==> src/rtl/inst_fetch_pkg.sv <==
// Shared definitions for the instruction fetch slice: state encoding, datapath widths, reset PC.
// The ERR state exists only when IF_MISALIGN_CHECK_EN is defined.
package inst_fetch_pkg;

   localparam int INSTRUCTION_WIDTH = 32;
   localparam int OPERAND_WIDTH     = 32;

   localparam logic [OPERAND_WIDTH-1:0] DEFAULT_RESET_PC = 32'h0000_0000;

   typedef enum logic [2:0] {
      IDLE,
      FETCH,
      HOLD,
      DRAIN
`ifdef IF_MISALIGN_CHECK_EN
      , ERR
`endif
   } fetch_state_e;

endpackage

==> src/rtl/inst_fetch_if.sv <==
// Instruction memory request/acknowledge channel between the fetch unit and instruction memory.
interface inst_fetch_if;
   import inst_fetch_pkg::*;

   logic                         req;
   logic [OPERAND_WIDTH-1:0]     addr;
   logic                         ack;
   logic [INSTRUCTION_WIDTH-1:0] rdata;

   modport master (output req, output addr, input ack, input rdata);
   modport slave  (input req, input addr, output ack, output rdata);

endinterface

==> src/rtl/inst_fetch_pc_reg.sv <==
// Program counter register: redirect load has priority over the sequential +4 increment.
module pc_reg
   import inst_fetch_pkg::*;
#(
   parameter logic [OPERAND_WIDTH-1:0] RESET_PC = DEFAULT_RESET_PC
) (
   input  logic                     clk,
   input  logic                     rst,
   input  logic                     load,
   input  logic [OPERAND_WIDTH-1:0] target,
   input  logic                     incr,
   output logic [OPERAND_WIDTH-1:0] pc
);

   // The increment relies on natural 32-bit overflow to wrap past the top of memory.
   always_ff @(posedge clk) begin
      if (rst) begin
         pc <= RESET_PC;
      end else if (load) begin
         pc <= target;
      end else if (incr) begin
         pc <= pc + 32'd4;
      end
   end

endmodule

==> src/rtl/inst_fetch.sv <==
// Instruction fetch FSM with held instruction register feeding the immediate-extend stage.
// Optional feature: define IF_MISALIGN_CHECK_EN to trap misaligned redirects into a sticky ERR state.
module inst_fetch
   import inst_fetch_pkg::*;
#(
   parameter logic [OPERAND_WIDTH-1:0] RESET_PC = DEFAULT_RESET_PC
) (
   input  logic                         clk,
   input  logic                         rst,
   inst_fetch_if.master                 imem,
   input  logic                         redirect_valid,
   input  logic [OPERAND_WIDTH-1:0]     redirect_pc,
   input  logic                         stall,
   output logic [INSTRUCTION_WIDTH-1:0] inst,
   output logic [OPERAND_WIDTH-1:0]     inst_pc,
   output logic                         inst_valid
`ifdef IF_MISALIGN_CHECK_EN
   ,
   output logic                         misalign_err
`endif
);

   fetch_state_e             state;
   fetch_state_e             next_state;
   logic [OPERAND_WIDTH-1:0] pc;
   logic [OPERAND_WIDTH-1:0] drain_addr;
   logic [OPERAND_WIDTH-1:0] redirect_target;
   logic                     pc_load;
   logic                     pc_incr;

`ifdef IF_MISALIGN_CHECK_EN
   logic misalign;
   assign misalign        = redirect_valid && (redirect_pc[1:0] != 2'b00);
   assign redirect_target = redirect_pc;
   assign pc_load         = redirect_valid && !misalign && (state != ERR);
`else
   assign redirect_target = redirect_pc & ~32'h3;
   assign pc_load         = redirect_valid;
`endif

   assign pc_incr = (state == FETCH) && imem.ack && !redirect_valid;

   pc_reg #(
      .RESET_PC (RESET_PC)
   ) u_pc_reg (
      .clk    (clk),
      .rst    (rst),
      .load   (pc_load),
      .target (redirect_target),
      .incr   (pc_incr),
      .pc     (pc)
   );

   always_ff @(posedge clk) begin
      if (rst) begin
         state <= IDLE;
      end else begin
         state <= next_state;
      end
   end

   // A redirect with a request in flight must wait in DRAIN for the stale ack before refetching.
   always_comb begin
      next_state = state;
      case (state)
         IDLE:    next_state = FETCH;
         FETCH: begin
            if (redirect_valid) begin
               next_state = imem.ack ? FETCH : DRAIN;
            end else if (imem.ack) begin
               next_state = HOLD;
            end
         end
         HOLD: begin
            if (redirect_valid || !stall) begin
               next_state = FETCH;
            end
         end
         DRAIN: begin
            if (imem.ack) begin
               next_state = FETCH;
            end
         end
         default: next_state = state;
      endcase
`ifdef IF_MISALIGN_CHECK_EN
      if (misalign) begin
         next_state = ERR;
      end
`endif
   end

   always_comb begin
      imem.req  = (state == FETCH) || (state == DRAIN);
      imem.addr = (state == DRAIN) ? drain_addr : pc;
   end

   // drain_addr keeps the abandoned address on the bus after pc has moved to the redirect target.
   always_ff @(posedge clk) begin
      if (rst) begin
         inst       <= '0;
         inst_pc    <= '0;
         inst_valid <= 1'b0;
         drain_addr <= '0;
      end else begin
         if (redirect_valid) begin
            inst_valid <= 1'b0;
         end else if ((state == FETCH) && imem.ack) begin
            inst       <= imem.rdata;
            inst_pc    <= pc;
            inst_valid <= 1'b1;
         end else if ((state == HOLD) && !stall) begin
            inst_valid <= 1'b0;
         end
         if ((state == FETCH) && redirect_valid && !imem.ack) begin
            drain_addr <= pc;
         end
      end
   end

`ifdef IF_MISALIGN_CHECK_EN
   always_ff @(posedge clk) begin
      if (rst) begin
         misalign_err <= 1'b0;
      end else if (misalign) begin
         misalign_err <= 1'b1;
      end
   end
`endif

endmodule

==> src/flat_wrapper.sv <==
// flat-port wrapper written by rule: the top's interface ports become plain ports
module inst_fetch_flat import inst_fetch_pkg::*;
#(
   parameter logic [OPERAND_WIDTH-1:0] RESET_PC = DEFAULT_RESET_PC
)
  (clk, rst, redirect_valid, redirect_pc, stall, inst, inst_pc, inst_valid, imem_req, imem_addr, imem_ack, imem_rdata);
  inst_fetch_if imem_i ();
  input  logic clk;
  input  logic rst;
  input  logic redirect_valid;
  input  logic [OPERAND_WIDTH-1:0] redirect_pc;
  input  logic stall;
  output logic [INSTRUCTION_WIDTH-1:0] inst;
  output logic [OPERAND_WIDTH-1:0] inst_pc;
  output logic inst_valid;
  output wire logic [$bits(imem_i.req)-1:0] imem_req;
  output wire logic [$bits(imem_i.addr)-1:0] imem_addr;
  input wire logic [$bits(imem_i.ack)-1:0] imem_ack;
  input wire logic [$bits(imem_i.rdata)-1:0] imem_rdata;
  assign imem_req = imem_i.req;
  assign imem_addr = imem_i.addr;
  assign imem_i.ack = imem_ack;
  assign imem_i.rdata = imem_rdata;
  inst_fetch #(.RESET_PC(RESET_PC)) u_core (.clk(clk), .rst(rst), .imem(imem_i), .redirect_valid(redirect_valid), .redirect_pc(redirect_pc), .stall(stall), .inst(inst), .inst_pc(inst_pc), .inst_valid(inst_valid));
endmodule
==> config.mk <==
export PLATFORM = sky130hd
export DESIGN_NAME = inst_fetch_flat
export DESIGN_NICKNAME = d
export VERILOG_FILES = /design/src/rtl/inst_fetch_pkg.sv /design/src/rtl/inst_fetch_if.sv /design/src/rtl/inst_fetch_pc_reg.sv /design/src/rtl/inst_fetch.sv /design/src/flat_wrapper.sv
export SDC_FILE = /design/constraint.sdc
export NUM_CORES = 1
export LEC_CHECK = 0
export CORE_MARGIN = 2
export CORE_UTILIZATION = 57
export CTS_CLUSTER_SIZE = 12
export DETAILED_ROUTE_END_ITERATION = 10
export DONT_BUFFER_PORTS = 1
export PLACE_DENSITY = 0.72
export SLEW_MARGIN = 20
export SYNTH_ARGS = -nofsm -noshare
export SYNTH_HDL_FRONTEND = slang
export SYNTH_SLANG_ARGS = --single-unit
==> constraint.sdc <==
create_clock -name clk -period 2 [get_ports clk]
set_input_delay 0.4 -clock clk [delete_from_list [all_inputs] [get_ports clk]]
set_output_delay 0.4 -clock clk [all_outputs]
set_load 0.05 [all_outputs]
# [Word level (Yosys, flattened, before mapping)]
# Cells that the tools add are included.
[op_classes] add_sub_neg=1 mul=0 div_mod_pow=0 n_lt_le_gt_ge=0 n_eq_ne=6 n_shift=0 mux=11 bitwise=1 reduce_logical=17
[op_table] cell="$mux 32" count=3
[op_table] cell="$add 32x3->32 const B" count=1
[op_table] cell="$mux 3" count=4
[op_table] cell="$pmux 3 s4" count=1
[op_table] cell="$eq 3x2->1 const B" count=2
[op_table] cell="$logic_and 1x1->1" count=5
[op_table] cell="$reduce_and 4->1" count=1
[op_table] cell="$reduce_bool 2->1" count=2
[op_table] cell="$reduce_bool 4->1" count=1
[op_table] cell="$eq 3x1->1 const B" count=1
[op_table] cell="$logic_not 1->1" count=3
[op_table] cell="$logic_not 3->1" count=1
[op_table] cell="$ne 3x3->1 const B" count=1
[op_table] cell="$logic_or 1x1->1" count=2
[op_table] cell="$mux 1" count=2
[op_table] cell="$mux 2" count=1
[op_table] cell="$ne 2x1->1 const B" count=1
[op_table] cell="$ne 2x2->1 const B" count=1
[op_table] cell="$reduce_and 2->1" count=1
[op_table] cell="$reduce_or 2->1" count=1
[op_table] cell="$not 1->1" count=1
[word_totals] ff_bits=132 latchBits=0 ram_bits=0 romBits=0 inputBits=69 out_inout_bits=98 word_cells=43 mem_count=0

# [Longest topological paths before layout]
# Gate-level depths: netlist (run 1).
[depth] ltp_word=5 depth_mapped=7 ltp_nobuf=6

# [Cells and area by module]
# A second synthesis (run 1) with hierarchy kept.
[unflattened] hier_cells=709 hier_area_um2=5788.1
[modules_own_cells] mod="inst_fetch" instances=1 cells_per_inst=475 area_per_inst_um2=3895.0
[modules_own_cells] mod="pc_reg" instances=1 cells_per_inst=234 area_per_inst_um2=1893.1

# [Worst setup path before layout (run 1)]
# No wires, ideal clock.
[synth_timing] path_kind="register to output" startpoint="register u_core.state[0]" endpoint="output port imem_addr[10]" arrival_ps=1411 required_time_ps=1600 path_slack_ps=189 path_stages_with_launch=5 path_buffers=2 cell_sequence="dfxtp_1 buf_2 nand2_1 clkbuf_1 mux2_2"
[synth_between] elab_chain_cells=2
[synth_rtl] item="start: declaration" line_no="inst_fetch.sv:23" rtl="fetch_state_e state;"
[synth_rtl] item="start signal: assignment" line_no="inst_fetch.sv:58" rtl="state <= next_state;"
[synth_rtl] item="$eq 3x2->1" line_no="inst_fetch.sv:95" rtl="imem.addr = (state == DRAIN) ? drain_addr : pc;"
[synth_rtl] item="$mux 32" line_no="inst_fetch.sv:95"
[synth_rtl] item="end: declaration" line_no="flat_wrapper.sv:17" rtl="output wire logic [$bits(imem_i.addr)-1:0] imem_addr;"
# Every way passes these cells.

# [Worst setup path in the final report (run 1)]
[layout_timing] startpoint="register u_core.state[0]" endpoint="output port imem_addr[3]"
# Same word-level chain as after synthesis.

==> results.sh, run 1 <==
export IMPL_startpoint_type="flip-flop"
export IMPL_hold_slack_ns=-0.0572
export IMPL_ff_latch_area_mm2=0.00251
export IMPL_grt_pass1_wl_um=22600
export IMPL_ys_seq_elements=125
export IMPL_routed_wirelength_um=15100
export IMPL_power_density_mw_per_mm2=960
export IMPL_detail_route_wl_per_cell_um=17.5
export IMPL_drc=0
export IMPL_ys_seq_area_share_pct=44.6
export IMPL_dieWidth_um=103
export IMPL_die_height_um=103
export IMPL_worst_pin_slew_ns=0.548
export IMPL_grt_ovfl_total=0
export IMPL_status="complete, but fails checks"
export IMPL_synth_area_mm2=0.00562
export IMPL_crit_path_end_kind="output pin"
export IMPL_largest_reg_flops=32
export IMPL_skew_ns=0.00504
export IMPL_vias=4909
export IMPL_arrival_ns=1.58
export IMPL_violations="negative hold slack"
export IMPL_fin_crit_ns=1.98
export IMPL_syn_to_final_growth_pct=23.1
export IMPL_rsz0062_at_grt="yes"
export IMPL_finalCritPeriodShare_pct=99.2
export IMPL_critPathSlowestCell="mux2_4"
export IMPL_path_cells="nand2_8 -> buf_12 -> mux2_4"
export IMPL_core_mm2=0.00968
export IMPL_gp_congestion=0.917
export IMPL_critPathMaxStageDelay_ns=0.40
export IMPL_vdd_drop_max_mv=0.610
export IMPL_cp_max_fo=8
export IMPL_required_ns=1.60
export IMPL_critPathKind="flip-flop to output pin"
export IMPL_io_pins=167
export IMPL_grt_usage_pct=27.5
export IMPL_tns_ns=0
export IMPL_clk_pin_slew_ns=0.06
export IMPL_fillCellCount=731
export IMPL_antenna_cells=0
export IMPL_dr_pass1_iters=5
export IMPL_cts_root_buf="clkbuf_8"
export IMPL_yosysUniqueCellTypes=53
export IMPL_grt_max_degree=126
export IMPL_start_util_pct=58.0
export IMPL_synth_flop_cell="dfxtp_1"
export IMPL_synthCells=694
export IMPL_drtIter0Drc=269
export IMPL_antenna_left=0
export IMPL_worstSkewPairLatency_ns=0.52
export IMPL_setup_violations=0
export IMPL_finalHoldViolCount=49
export IMPL_cts_tree="built"
export IMPL_fin_nets=786
export IMPL_cts_buffers=17
export IMPL_synth_edf_count=0
export IMPL_slew_headroom_pct=63.4
export IMPL_hold_path_class="primary input to flip-flop"
export IMPL_die_area_mm2=0.0107
export IMPL_max_freq_ghz=0.504
export IMPL_core_rowCount=36
export IMPL_yosys_warnings=0
export IMPL_regMostFlops="u_core.inst"
export IMPL_numClockSinks=125
export IMPL_multi_input_area_mm2=0.00294
export IMPL_hold_buffers=21
export IMPL_grt_pass1_vias=4613
export IMPL_p_leak_nw=2.60
export IMPL_drv_slew=0
export IMPL_antenna_found_initial=0
export IMPL_port_buffers=0
export IMPL_async_flop_share_pct=0
export IMPL_drt_vias_per_instance=5.69
export IMPL_maxCapViolations=0
export IMPL_syn_area_per_cell_um2=8.09
export IMPL_cts_max_level=4
export IMPL_dp_hpwl_um=9310
export IMPL_clock_tree_buffer_depth=2
export IMPL_drive_gt1_share_pct=17.7
-- cell families after synthesis --
| family | after synthesis | synth area share [%] |
|---|---|---|
| compound gates | 139 | 13.5 |
| xor+xnor | 22 | 3.43 |
| fa+ha+maj | 1 | 0.223 |
| buf+inv | 70 | 5.97 |
| flops | 125 | 44.6 |
| mux | 37 | 7.26 |
| other cells | 1 | 0.0668 |
| simple gates | 299 | 25.0 |
-- cells in the mapped netlist, types with 4 or more instances --
master / n / area [um2]
nand3_1: 12 / 60.1
xnor2_1: 21 / 184
a211oi_1: 8 / 60.1
inv_1: 5 / 18.8
and4_1: 4 / 35.0
nand2_1: 205 / 769
dfxtp_1: 125 / 2500
a21oi_1: 112 / 561
mux2_2: 30 / 338
nor4_1: 5 / 31.3
buf_2: 11 / 55.1
o21ai_0: 6 / 30.0
mux2i_1: 7 / 70.1
buf_4: 9 / 67.6
and3_1: 6 / 37.5
clkbuf_1: 39 / 146
nor2_1: 23 / 86.3
nand4_1: 10 / 62.6
nor3_1: 7 / 35.0
-- cell type report --
cell class	count	area share, %
Multi-Input combinational cell	502	42.6
Sequential cell	125	36.3
Timing Repair Buffer	64	9.27
Clock buffer	19	6.39
Clock inverter	13	2.75
Tap cell	133	2.41
Inverter	6	0.326
-- cells in the final DEF, fill, tap and decap left out, drive strengths merged, types with 2 or more instances in the layout --
master	instances
a211oi	8
a21oi	112
a221oi	2
and2	3
and3	6
and4	5
buf	42
bufinv	4
clkbuf	20
clkinv	6
clkinvlp	4
conb	4
dfxtp	125
dlygate4sd3	21
inv	5
mux2	30
mux2i	7
nand2	206
nand3	14
nand3b	3
nand4	12
nor2	23
nor3	10
nor3b	2
nor4	8
o211ai	2
o21ai	7
o21bai	2
o311ai	2
xnor2	21
-- timing repair --
item                                    4_1_cts  5_1_grt
endpoints found under the setup margin       30       24
gates cloned                                  2        1
resized for setup                            41        7
endpoints found under the hold margin       121      100
pin swaps                                     0        0
buffers inserted                              2        3
-- path summary, 6_finish.rpt --
path / slack [ns] / end / from / cells after the start
min reg2reg: 0.45 / u_core.drain_addr[26]$_SDFFE_PP0P_ / u_core.drain_addr[26]$_SDFFE_PP0P_ / 2
min: -0.06 / u_core.inst[4]$_SDFFE_PP0P_ / rst / 1
max reg2reg: 0.06 / u_core.u_pc_reg.pc[2]$_SDFFE_PP0P_ / u_core.state[1]$_SDFFE_PP0P_ / 7
max: 0.02 / imem_addr[3] / u_core.state[0]$_SDFFE_PP0P_ / 3
-- where the power goes --
part / internal [mW] / total (mW) / switching, mW
Clock: 2.09 / 3.24 / 1.15
Sequential: 2.57 / 2.75 / 0.182
Combinational: 0.242 / 0.645 / 0.402
-- worst max-delay path: cells and delay by family (launching register included) --
| kind | cells | cell delay (ns) |
|---|---|---|
| mux | 1 | 0.40 |
| flops | 1 | 0.36 |
| buf+inv | 1 | 0.16 |
| simple gates | 1 | 0.13 |
-- through the flow --
stage / utilization (%) / power (mW) / cells / instance area [um2] / worst slack, ns
finish: 71.4 / 6.64 / 862 / 6910 / 0.0166
detailed placement: 59.8 / 3.36 / 801 / 5790 / 0.208
global placement: 59.8 / 3.34 / 801 / 5790 / 0.216
CTS: 70.7 / 6.64 / 858 / 6840 / 0.0198
floorplan: - / 3.28 / 697 / 5630 / 0.189
global route: 71.4 / 6.84 / 862 / 6910 / -0.00838
-- per-layer routing --
layer | wire [um] | track usage [%] | vias to the layer above
met2 | 7360 | 46.7 | 212
met4 | 304 | 11.1 | 0
li1 | - | - | 2385
met5 | 0 | 0 | -
met1 | 6120 | 32.7 | 2286
met3 | 1290 | 8.33 | 26
No activity file was read; power rests on OpenSTA's default activity.
==> run 2: changes to the inputs <==
--- a/config.mk
+++ b/config.mk
@@ -7,6 +7,7 @@
 export LEC_CHECK = 0
 export CORE_MARGIN = 2
 export CORE_UTILIZATION = 57
+export CTS_BUF_LIST = sky130_fd_sc_hd__clkbuf_8
 export CTS_CLUSTER_SIZE = 12
 export DETAILED_ROUTE_END_ITERATION = 10
 export DONT_BUFFER_PORTS = 1
==> results.sh, run 2 (synthesis results as in run 1) <==
export IMPL_antenna_found_initial=0
export IMPL_slew_headroom_pct=28.8
export IMPL_grt_pass1_wl_um=21200
export IMPL_dp_hpwl_um=9310
export IMPL_crit_path_end_kind="output pin"
export IMPL_core_mm2=0.00968
export IMPL_drive_gt1_share_pct=17.0
export IMPL_grt_max_degree=96
export IMPL_power_frac_comb_pct=10.4
export IMPL_cts_max_level=4
export IMPL_grt_usage_pct=26.0
export IMPL_status="completed"
export IMPL_antenna_cells=0
export IMPL_clock_tree_buffer_depth=2
export IMPL_seq_power_share_pct=47.2
export IMPL_vdd_drop_max_mv=0.469
export IMPL_reg2regPathDepth=5
export IMPL_final_util_pct=66.3
export IMPL_start_util_pct=58.0
export IMPL_regMostFlops="u_core.inst"
export IMPL_drt_vias_per_instance=5.68
export IMPL_die_area_mm2=0.0107
export IMPL_tns_ns=0
export IMPL_io_pins=167
export IMPL_cts_buffers=17
export IMPL_clkPwrFrac_pct=42.4
export IMPL_path_cells="nand2_4 -> buf_6 -> mux2_4"
export IMPL_largest_reg_flops=32
export IMPL_worst_pin_slew_ns=1.06
export IMPL_reg2reg_slack_ns=0.18
export IMPL_rsz0062_at_grt="no"
export IMPL_placed_cells=801
export IMPL_critPathKind="flip-flop to output pin"
export IMPL_power_density_mw_per_mm2=906
export IMPL_final_cell_mix="nand2_1, dfxtp_1, a21oi_1, buf_4, mux2_4"
export IMPL_clk_pin_slew_ns=0.07
export IMPL_worstSkewPairLatency_ns=0.44
export IMPL_final_area_mm2=0.00642
export IMPL_drc=0
export IMPL_vias=4753
export IMPL_fin_nets=761
export IMPL_arrival_ns=1.53
export IMPL_hold_path_class="primary input to flip-flop"
export IMPL_detail_route_wl_per_cell_um=16.8
export IMPL_critPathTopFamily="multiplexers"
export IMPL_reg2reg_from="u_core.u_pc_reg.pc[7]$_SDFFE_PP0P_"
export IMPL_cts_root_buf="clkbuf_8"
export IMPL_grt_ovfl_total=0
export IMPL_final_common_cell="nand2_1"
export IMPL_startpoint_type="flip-flop"
export IMPL_routed_wirelength_um=14000
export IMPL_maxCapViolations=0
export IMPL_cp_num_buf_inv=1
export IMPL_intPower_mw=4.21
export IMPL_skew_ns=0.00583
export IMPL_fin_crit_ns=1.93
export IMPL_cp_max_fo=8
export IMPL_gp_congestion=0.917
export IMPL_drv_slew=0
export IMPL_setup_violations=0
export IMPL_critPathSlowestCell="mux2_4"
export IMPL_regToRegEndpoint="u_core.u_pc_reg.pc[31]$_SDFFE_PP0P_"
export IMPL_die_height_um=103
export IMPL_drtIter0Drc=191
export IMPL_placed_cell_area_mm2=0.00579
export IMPL_grt_pass1_vias=4376
export IMPL_swShare_pct=27.7
export IMPL_layoutNonFillerInstCount=837
export IMPL_min_from="rst"
export IMPL_required_ns=1.60
export IMPL_p_sw_mw=1.61
export IMPL_finalHoldViolCount=0
export IMPL_dr_pass1_iters=5
export IMPL_dieWidth_um=103
export IMPL_finalCritPeriodShare_pct=96.7
export IMPL_antenna_left=0
export IMPL_hold_depth=1
export IMPL_max_freq_ghz=0.517
export IMPL_critPathMaxStageDelay_ns=0.41
export IMPL_numClockSinks=125
export IMPL_core_rowCount=36
export IMPL_min_to="u_core.inst[10]$_SDFFE_PP0P_"
export IMPL_p_leak_nw=2.33
export IMPL_syn_to_final_growth_pct=14.4
export IMPL_port_buffers=0
export IMPL_cts_tree="built"
[run 2: repair_timing]
item,4_1_cts,5_1_grt
setup endpoints to repair,30,30
hold endpoints to repair,28,0
hold buffers,3,0
buffers inserted,0,0
cloned,0,1
gates resized for setup,11,26
[run 2: cell type report]
type                    instances  area (um2)
repair buffers                 39         359
multi-input cells             502        2920
inverters                       6        22.5
clock buffers                  19         262
well taps                     133         166
flip-flops and latches        125        2510
clock inverters                13         190
fillers                       827        3260
[run 2: metal layers]
| layer | routed length, um | up-vias | GRT usage [%] |
|---|---|---|---|
| met3 | 1310 | 30 | 9.21 |
| met5 | 0 | - | 0 |
| li1 | - | 2320 | - |
| met2 | 6750 | 197 | 42.3 |
| met1 | 5650 | 2206 | 31.1 |
| met4 | 313 | 0 | 11.7 |
[run 2: power groups by stage]
stage | clock (mW) | sequential, mW | combinational (mW)
floorplan | 0 | 2.78 | 0.500
global placement | 0 | 2.80 | 0.543
detailed placement | 0 | 2.80 | 0.555
CTS | 2.51 | 2.75 | 0.581
global route | 2.62 | 2.76 | 0.651
finish | 2.47 | 2.75 | 0.606
[run 2: worst register-to-register path: cells and delay by family, from the launching register on]
kind / cells / cell delay (ns)
flops: 1 / 0.45
xor+xnor: 1 / 0.18
compound gates: 1 / 0.07
simple gates: 3 / 1.01
[run 2: metrics by stage]
stage	total power, mW	hold WS (ns)	setup WS [ns]
2_1_floorplan	3.28	0.434	0.189
3_3_place_gp	3.34	0.433	0.216
3_5_place_dp	3.36	0.438	0.208
4_1_cts	5.84	0.000521	-0.0654
5_1_grt	6.03	0.0110	0.0127
6_report	5.82	0.0268	0.0664
[run 2: worst max-delay path by stage]
stage | start | end | cells after the start
2_1_floorplan | u_core.state[0]$_SDFFE_PP0P_ | imem_addr[10] | 4
3_3_place_gp | u_core.u_pc_reg.pc[7]$_SDFFE_PP0P_ | u_core.u_pc_reg.pc[31]$_SDFFE_PP0P_ | 5
3_5_place_dp | u_core.u_pc_reg.pc[7]$_SDFFE_PP0P_ | u_core.u_pc_reg.pc[31]$_SDFFE_PP0P_ | 5
4_1_cts | u_core.state[0]$_SDFFE_PP0P_ | imem_addr[8] | 3
5_1_grt | u_core.state[1]$_SDFFE_PP0P_ | imem_addr[9] | 3
6_report | u_core.state[0]$_SDFFE_PP0P_ | imem_addr[3] | 3
==> run 3: changes to the inputs <==
--- a/config.mk
+++ b/config.mk
@@ -8,10 +8,11 @@
 export CORE_MARGIN = 2
 export CORE_UTILIZATION = 57
 export CTS_BUF_LIST = sky130_fd_sc_hd__clkbuf_8
+export CTS_CLUSTER_DIAMETER = 200
 export CTS_CLUSTER_SIZE = 12
 export DETAILED_ROUTE_END_ITERATION = 10
 export DONT_BUFFER_PORTS = 1
-export PLACE_DENSITY = 0.72
+export PLACE_DENSITY = 0.75
 export SLEW_MARGIN = 20
 export SYNTH_ARGS = -nofsm -noshare
 export SYNTH_HDL_FRONTEND = slang
==> constraint.sdc (replaced) <==
create_clock -name clk -period 1.75 [get_ports clk]
set_input_delay 0.35 -clock clk [delete_from_list [all_inputs] [get_ports clk]]
set_output_delay 0.35 -clock clk [all_outputs]
set_load 0.05 [all_outputs]
==> results.sh, run 3 (synthesis results as in run 1) <==
export IMPL_status="complete, but fails checks"
export IMPL_violations="negative hold slack, negative setup slack"
export IMPL_hold_path_class="primary input to flip-flop"
export IMPL_grt_ovfl_total=0
export IMPL_required_ns=1.40
export IMPL_critPathKind="flip-flop to output pin"
export IMPL_routed_wirelength_um=14900
export IMPL_cts_tree="built"
export IMPL_reg2reg_from="u_core.state[1]$_SDFFE_PP0P_"
export IMPL_drv_slew=0
export IMPL_cp_max_fo=8
export IMPL_start_util_pct=58.0
export IMPL_port_buffers=0
export IMPL_vdd_drop_max_mv=0.561
export IMPL_antenna_left=0
export IMPL_clock_tree_buffer_depth=2
export IMPL_numClockSinks=125
export IMPL_syn_to_final_growth_pct=18.0
export IMPL_startpoint_type="flip-flop"
export IMPL_die_height_um=103
export IMPL_regToRegEndpoint="u_core.u_pc_reg.pc[26]$_SDFFE_PP0P_"
export IMPL_reg2regPathDepth=6
export IMPL_antenna_found_initial=0
export IMPL_io_pins=167
export IMPL_core_rowCount=36
export IMPL_pre_cts_slack_ns=0.00801
export IMPL_dr_pass1_iters=5
export IMPL_finalCritPeriodShare_pct=105
export IMPL_skew_ns=0.0142
export IMPL_grt_pass1_vias=4583
export IMPL_rsz0062_at_grt="yes"
export IMPL_regMostFlops="u_core.inst"
export IMPL_maxCapViolations=0
export IMPL_clk_pin_slew_ns=0.08
export IMPL_drc=0
export IMPL_die_area_mm2=0.0107
export IMPL_crit_path_end_kind="output pin"
export IMPL_max_freq_ghz=0.545
export IMPL_cts_buffers=17
export IMPL_finalHoldViolCount=15
export IMPL_fin_crit_ns=1.84
export IMPL_dp_hpwl_um=9770
export IMPL_slew_headroom_pct=62.9
export IMPL_grt_usage_pct=27.5
export IMPL_worst_pin_slew_ns=0.556
export IMPL_worstSkewPairLatency_ns=0.43
export IMPL_min_to="u_core.inst[7]$_SDFFE_PP0P_"
export IMPL_p_leak_nw=2.47
export IMPL_grt_max_degree=126
export IMPL_cts_root_buf="clkbuf_8"
export IMPL_antenna_cells=0
export IMPL_drt_vias_per_instance=5.62
export IMPL_drive_gt1_share_pct=22.7
export IMPL_grt_pass1_wl_um=22300
export IMPL_dieWidth_um=103
export IMPL_final_common_cell="nand2_1"
export IMPL_hold_slack_ns=-0.0162
export IMPL_cts_max_level=4
export IMPL_setup_violations=30
export IMPL_final_cell_mix="nand2_1, dfxtp_1, a21oi_1, buf_4, mux2_4"
export IMPL_reg2reg_slack_ns=0.01
export IMPL_drtIter0Drc=215
export IMPL_fin_ws_ns=-0.0861
export IMPL_fin_nets=784
export IMPL_largest_reg_flops=32
export IMPL_hold_depth=1
export IMPL_power_density_mw_per_mm2=910
export IMPL_min_from="rst"
export IMPL_tns_ns=-2.41
export IMPL_gp_congestion=0.830
export IMPL_detail_route_wl_per_cell_um=17.4
export IMPL_vias=4831
export IMPL_core_mm2=0.00968
export IMPL_arrival_ns=1.49
run 3: routing by layer:
metal  wire [um]  vias up  global-route usage [%]
met5           0        -                       0
met4         174        0                    8.30
met3        1120       14                    9.07
met2        7490      169                    45.6
met1        6150     2278                    34.1
li1            -     2370                       -
run 3: worst max path at each step:
stage | from | endpoint | slack [ns] | depth (start not counted)
2_1_floorplan | u_core.state[0]$_SDFFE_PP0P_ | imem_addr[10] | -0.01 | 4
3_3_place_gp | u_core.u_pc_reg.pc[7]$_SDFFE_PP0P_ | u_core.u_pc_reg.pc[31]$_SDFFE_PP0P_ | 0.04 | 6
3_5_place_dp | u_core.u_pc_reg.pc[2]$_SDFFE_PP0P_ | u_core.u_pc_reg.pc[26]$_SDFFE_PP0P_ | 0.008 | 6
4_1_cts | u_core.state[0]$_SDFFE_PP0P_ | imem_addr[18] | -0.12 | 3
5_1_grt | u_core.state[0]$_SDFFE_PP0P_ | imem_addr[23] | -0.14 | 3
6_report | u_core.state[1]$_SDFFE_PP0P_ | imem_addr[28] | -0.09 | 3
run 3: timing repair:
item,CTS,global route
hold endpoints to repair,120,120
endpoints found under the setup margin,32,75
resized for setup,44,32
cloned,2,0
setup buffers,4,3
pin swaps,1,11
run 3: per-stage QoR:
stage               util, %  cell area [um2]  power [mW]  cells  hold WS, ns
detailed placement     61.0             5910        3.86    819        0.428
global placement       61.0             5910        3.84    819        0.427
floorplan                 -             5630        3.75    697        0.434
CTS                    67.0             6490        6.05    857      -0.0488
global route           68.4             6630        6.26    860      -0.0615
finish                 68.4             6630        6.03    860      -0.0162
run 3: layout make-up:
cell class              count  area (um2)
fillers                   784        3060
clock inverters            15         104
well taps                 133         166
inverters                   6        22.5
multi-input cells         502        3020
clock buffers              17         234
repair buffers             62         558
flip-flops and latches    125        2520
run 3: worst max-delay path: stages, from the launching register on:
cell and delay, ns:
dfxtp_4 0.39, nand2_8 0.10, buf_16 0.17, mux2_4 0.39
run 3: power by group:
group / total [mW] / switching [mW] / internal (mW) / leakage, nW
combinational: 0.740 / 0.464 / 0.275 / 1.28
sequential: 3.14 / 0.202 / 2.94 / 1.02
clock: 2.15 / 1.19 / 0.967 / 0.166
total: 6.03 / 1.85 / 4.18 / 2.47
